--- src/rtl/bus_fifo_in.sv ---
// bus_fifo_in: per-device transmit FIFO sitting between a device's traffic
// source and the shared bus arbiter. The source pushes packets; the bus takes
// the head packet through a pending/pop handshake. The head word is shown
// first-word-fall-through on D_pop and forced to 0 while the FIFO is empty.
//
// Parameters:
//   WIDTH  packet width; destination ID lives in D_push[WIDTH-1:WIDTH-8]
//   DEPTH  number of entries (power of two, >= 2)
//   DRVRS  number of bus devices, used to validate the destination ID
//   ID     this device's bus ID (sending to yourself is flagged as bad)
//
// Ports:
//   clk       system clock, rising edge
//   rst_n     synchronous active-low reset
//   push      write request from the source, data on D_push
//   full      FIFO holds DEPTH entries
//   pop       read request from the bus
//   D_pop     head packet (0 when empty)
//   pndng     at least one packet pending
//   count     current occupancy
//   overflow  sticky: a push arrived while full without a matching pop
//   bad_dst   sticky: an accepted push had destination >= DRVRS or == ID
//   drop_cnt  number of overflow events, saturating at 255
//
// Build option:
//   FIFO_DROP_OLDEST_EN  when defined, a push while full (no pop) evicts the
//                        oldest entry instead of discarding the new packet.

module bus_fifo_in #(
  parameter int WIDTH = 16,
  parameter int DEPTH = 8,
  parameter int DRVRS = 4,
  parameter int ID    = 0
) (
  input  logic                       clk,
  input  logic                       rst_n,
  input  logic                       push,
  input  logic [WIDTH-1:0]           D_push,
  output logic                       full,
  input  logic                       pop,
  output logic [WIDTH-1:0]           D_pop,
  output logic                       pndng,
  output logic [$clog2(DEPTH):0]     count,
  output logic                       overflow,
  output logic                       bad_dst,
  output logic [7:0]                 drop_cnt
);

  localparam int AW = $clog2(DEPTH);
  localparam int CW = AW + 1;

`ifdef FIFO_DROP_OLDEST_EN
  localparam logic DROP_OLDEST = 1'b1;
`else
  localparam logic DROP_OLDEST = 1'b0;
`endif

  logic [WIDTH-1:0] mem [DEPTH];

  logic [AW-1:0] rd_ptr_reg, rd_ptr_next;
  logic [AW-1:0] wr_ptr_reg, wr_ptr_next;
  logic [CW-1:0] count_reg, count_next;
  logic          overflow_reg, overflow_next;
  logic          bad_dst_reg, bad_dst_next;
  logic [7:0]    drop_cnt_reg, drop_cnt_next;

  logic          full_w, pndng_w;
  logic          ovf_evt, wr_en, rd_adv;
  logic [7:0]    dst;
  logic          dst_bad;

  assign full_w  = (count_reg == CW'(DEPTH));
  assign pndng_w = (count_reg != '0);

  // Destination check is widened by one bit so DRVRS up to 256 compares
  // correctly against the 8-bit destination field.
  assign dst     = D_push[WIDTH-1 -: 8];
  assign dst_bad = ({1'b0, dst} >= 9'(DRVRS)) || ({1'b0, dst} == 9'(ID));

  always_comb begin
    // A push while full is only an overflow when no pop frees a slot in the
    // same cycle; with a pop both operations simply proceed.
    ovf_evt = push && full_w && !pop;
    wr_en   = push && (!full_w || pop || DROP_OLDEST);
    // Read pointer moves on a real pop, or on eviction in drop-oldest mode.
    rd_adv  = (pop && pndng_w) || (ovf_evt && DROP_OLDEST);

    rd_ptr_next   = rd_ptr_reg;
    wr_ptr_next   = wr_ptr_reg;
    count_next    = count_reg;
    overflow_next = overflow_reg;
    bad_dst_next  = bad_dst_reg;
    drop_cnt_next = drop_cnt_reg;

    if (wr_en)  wr_ptr_next = wr_ptr_reg + 1'b1;
    if (rd_adv) rd_ptr_next = rd_ptr_reg + 1'b1;

    if (wr_en && !rd_adv)      count_next = count_reg + 1'b1;
    else if (rd_adv && !wr_en) count_next = count_reg - 1'b1;

    if (ovf_evt) begin
      overflow_next = 1'b1;
      if (drop_cnt_reg != 8'hFF) drop_cnt_next = drop_cnt_reg + 8'd1;
    end

    if (wr_en && dst_bad) bad_dst_next = 1'b1;
  end

  always_ff @(posedge clk) begin
    if (!rst_n) begin
      rd_ptr_reg   <= '0;
      wr_ptr_reg   <= '0;
      count_reg    <= '0;
      overflow_reg <= 1'b0;
      bad_dst_reg  <= 1'b0;
      drop_cnt_reg <= 8'd0;
    end else begin
      rd_ptr_reg   <= rd_ptr_next;
      wr_ptr_reg   <= wr_ptr_next;
      count_reg    <= count_next;
      overflow_reg <= overflow_next;
      bad_dst_reg  <= bad_dst_next;
      drop_cnt_reg <= drop_cnt_next;
    end
  end

  // Storage is not cleared by reset; only the pointers are.
  always_ff @(posedge clk) begin
    if (rst_n && wr_en) mem[wr_ptr_reg] <= D_push;
  end

  assign full     = full_w;
  assign pndng    = pndng_w;
  assign count    = count_reg;
  assign overflow = overflow_reg;
  assign bad_dst  = bad_dst_reg;
  assign drop_cnt = drop_cnt_reg;
  assign D_pop    = pndng_w ? mem[rd_ptr_reg] : '0;

endmodule

--- config.mk ---
export PLATFORM = sky130hd
export DESIGN_NAME = bus_fifo_in
export DESIGN_NICKNAME = d
export VERILOG_FILES = /design/src/rtl/bus_fifo_in.sv
export SDC_FILE = /design/constraint.sdc
export NUM_CORES = 1
export LEC_CHECK = 0
export ABC_AREA = 1
export BUFFER_PORTS_ARGS = -buffer_cell sky130_fd_sc_hd__clkbuf_2
export CAP_MARGIN = 20
export CORE_UTILIZATION = 50
export DETAILED_ROUTE_END_ITERATION = 12
export PLACE_DENSITY = 0.69
export REMOVE_ABC_BUFFERS = 1
export SLEW_MARGIN = 20
export SYNTH_ARGS = -nofsm -noshare
export SYNTH_HDL_FRONTEND = slang
export SYNTH_SLANG_ARGS = --single-unit
export TNS_END_PERCENT = 20
--- constraint.sdc ---
create_clock -name clk -period 3 [get_ports clk]
set_input_delay 0.6 -clock clk [delete_from_list [all_inputs] [get_ports clk]]
set_output_delay 0.6 -clock clk [all_outputs]
set_load 0.005 [all_outputs]
# Word level (Yosys, flattened, before mapping)
# Memories as Yosys holds them, arrays and structs flattened. A register that Yosys moved wholly into a read port is not among the register bits.
# Cells that the tools add are included.
# word_totals
in_bits	20
out_inout_bits	32
ramBits	128
memories	1
ff_bits	20
# classes
n_reduce_logical	18
addsub	5
n_eq_ne	2
magnitude_cmp	1
n_mux	7
# memory_table
memory	words	word_bits	read_ports	rd_ports_with_merged_regs	wr	line_no	source
mem	8	16	1	1	1	58	logic [WIDTH-1:0] mem [DEPTH];
# op_table
cell	n
two-way mux 16 bit	1
adder 8 x 1 -> 8 bit (second input constant)	1
>= comparator 8 x 3 -> 1 bit (second input constant)	1
logical AND 1 bit	8
logical NOT 8 bit	1
two-way mux 4 bit	2
!= test 8 bit (second input constant)	1
adder 3 x 1 -> 3 bit (second input constant)	2
two-way mux 3 bit	2
adder 4 x 1 -> 4 bit (second input constant)	1
equality test 4 bit (second input constant)	1
logical NOT 1 bit	4
nonzero test 4 bit	1
subtractor 4 x 1 -> 4 bit (second input constant)	1
logical OR 1 bit	2
two-way mux 1 bit	2
AND reduction 2 bit	1
nonzero test 2 bit	1

# Depth between registers and ports, before layout
# depth
ltp_word	8
depth_mapped	15
ltp_nobuf	15

# Worst setup path before layout
# Ideal clock, no wire load.
# synth_path
path_kind	in2reg
start	input rst_n
end	memory mem[1][0] (enable)
t_arrival_ns	1.718
slack_ns	0.894
n_path_buf	1
setup_ns	0.388
cell_stages	3
path_cell_list	clkbuf_1 > nand3_1 > nor2_1
# synth_between
elab_chain_len	3
# synth_lines
item	line_no	source
start: declaration	36	input logic rst_n,
logical AND 1 bit	129	if (rst_n && wr_en) mem[wr_ptr_reg] <= D_push;
two-way mux 1 bit	129	
two-way mux 1 bit (implied by the code)	129	
end: declaration	58	
# No other way between the ends.

==> qor.txt <==
Synth-to-layout area growth = 16.1%
Post-layout util = 60.2%
Num Clock Sinks = 151
Register Area = 0.00431 mm^2
CP delay by family, top = flip-flops
Max-Cap Viols = 0
Synth unique cells = 29
Final Wtd Congestion = 0.770
Synth area leaders = edfxtp_1 (61%), nor2_1 (7.9%), dfxtp_1 (7.3%)
Fmax = 0.376 GHz
CTS Hold Buffers Added = 0
Worst path bufs/invs = 2
CP Cell Sequence = buf_4 -> nor2_1 -> nor2_1 -> o21ai_1 -> o211ai_1 -> nand2_1 -> nor2_1 -> clkbuf_2
Setup Fix Bufs, Post-CTS = 0
Max Fanout on Critical Path = 23
Fin cells = 801
Largest net degree at the start of global routing = 34
Tightest Pin Transition = 0.486 ns
Share of power burned in registers = 42.7%
Worst vdd ir = 0.514 mV
Combinational share of power = 21.8%
Core region area = 0.0122 mm^2
Yosys warnings = 0
Total global routing overflow = 0
WL/cell = 16.2 um
Startpoint types = register
Number of port buffers = 51
Cell Pwr Density = 787 mW/mm^2
Vias in the first global route = 4220
Die ar. = 0.0131 mm^2
Most frequent cells in the layout = nor2_1 (133), edfxtp_1 (128), nand2_1 (65), clkbuf_2 (51), o21ai_1 (44)
Critical Path RT = 2.40 ns
Outcome = finished clean
Main combinational cell family by area after synthesis = simple AND/OR/NAND/NOR gates
CTS root buf = clkbuf_16
Share of cells above drive strength 1 = 18.8%
Synth Cell Area = 0.00631 mm^2
Largest register FFs = 128
Psw = 0.00166 W
Top cell type's share of synthesized area = 60.9%
Number of core rows = 40
Vias/cell = 5.34
Multi-input logic area = 0.00176 mm^2
First-pass GRT wire length = 21.0 mm
Post-synthesis compound-gate area fraction = 11.1%
Final min period = 2.66 ns
Post-Synth Simple-Gate Area = 14.2%
Mapped Cells = 558
DRC = 0
XOR/XNOR Fraction of Synth Area = 1.11%
Setup Crit Path Kind = reg2out
Final ANT Viol Nets = 0
Post-route clock period utilization = 88.6%
Skew final = 0.00631 ns
Area leader, netlist = edfxtp_1
Fillers = 989
Dominant synthesized flop cell = edfxtp_1
Setup TNS = 0 ns
CP Capture Type = primary output
Syn Area/Cell = 11.3 um^2
Initial DRC count = 328
Relative slew slack = 67.5%
Clock Power Share = 35.5%
Slowest cell on crit path = dfxtp_2
Post-Route WL = 12.9 mm
Fin nets = 647
Switching fraction of total power = 28.8%
Die Width = 114 um
Hold Fails Final Rpt = 0
Initial DRT Pass Iterations = 6
Adder and majority gate portion of the synthesized area = 1.51%
Total track usage = 21.8%
Via Count = 4277
Post-synth EDFFs = 128
Unrepaired setup endpoints after global routing = no
Clock buffer count from CTS = 17
Int Pwr = 0.00411 W
Post-synthesis mux area share = 0%
H-tree Lvls = 4
Chip height = 114 um
Effective utilization at floorplan = 51.9%
Most used cell along the critical path = nor2_1
Initial antenna violation count = 0
Yosys reg bits = 151
Clk slew on worst S/H paths = 0.06 ns
Placed cells = 769
Clock latency on the worst-skew pair = 0.41 ns
Antenna Cells = 0
Ports = 52
CTS tree = done
Crit-path max cell delay = 0.59 ns
Sequential element share of the synthesized area = 68.2%
Most common cell after layout, fill and taps aside = nor2_1
Post-synth ARST share = 0%
# setup viols final = 0
Worst EP arrival = 2.06 ns
CTS max path bufs = 2
CTS resizes = 0
DPL Wire Length = 7.65 mm
Static Leak = 2.72 nW
Max-slew violations = 0
Hold Crit Class = in2reg
-- layout make-up --
| cell class | instances | area share (%) |
|---|---|---|
| Sequential cell | 151 | 58.8 |
| Clock inverter | 14 | 1.90 |
| Inverter | 24 | 1.23 |
| Tap cell | 168 | 2.87 |
| Timing Repair Buffer | 69 | 5.33 |
| Clock buffer | 18 | 5.86 |
| Multi-Input combinational cell | 357 | 24.0 |
-- cells in the mapped netlist (7+ instances only) --
cell type and instances:
o211ai_1 16, a21oi_2 7, edfxtp_1 128, nand2_1 65, o21ai_0 29, buf_4 8
o22ai_1 16, a21oi_1 9, inv_1 18, nor2_1 133, dfxtp_1 23, nand3_1 10
o21ai_1 44, clkbuf_1 9
-- power by group through the flow --
| stage | sequential (W) | clock, W | combinational [W] |
|---|---|---|---|
| after floorplan | 0.00253 | 0 | 0.000716 |
| after global placement | 0.00250 | 0 | 0.00122 |
| after detailed placement | 0.00250 | 0 | 0.00127 |
| after CTS | 0.00246 | 0.00207 | 0.00128 |
| after global routing | 0.00247 | 0.00216 | 0.00143 |
| final | 0.00246 | 0.00205 | 0.00126 |
-- metal layers --
layer	vias to the layer above	track usage, %	wire length (um)
met5	-	0	0
met4	0	9.09	170
met3	16	5.29	657
met2	125	37.3	6440
met1	2062	26.5	5680
li1	2074	-	-
-- stage by stage --
step,hold WS [ns],total power [W],setup slack [ns],instance area (um^2)
after floorplan,0.453,0.00325,-0.0605,6160
after global placement,0.450,0.00372,0.771,6760
after detailed placement,0.452,0.00377,0.660,6760
after CTS,0.453,0.00581,0.305,7330
after global routing,0.467,0.00607,0.113,7330
final,0.466,0.00577,0.341,7330
-- logic make-up (layout without fill, tap and decap cells) --
family	Yosys count	after routing
XOR/XNOR	8	8
AND/OR/NAND/NOR	220	220
adder cells (fa/ha/maj)	7	7
flip-flops	151	151
buffers and inverters	50	125
AO/OA/AOI/OAI	122	122
-- worst paths after layout --
check                              from               endpoint  slack, ns  cells past startpoint
setup reg to reg  count[0]$_SDFFE_PN0P_  count[3]$_SDFFE_PN0P_       0.79                     12
hold / removal                D_push[7]    mem[2][7]$_DFFE_PP_       0.47                      1
hold reg to reg   overflow$_SDFFE_PN0P_  overflow$_SDFFE_PN0P_       0.47                      1
setup / recovery               register              D_pop[11]       0.34                      8
Power figures use the tool's default switching activity.
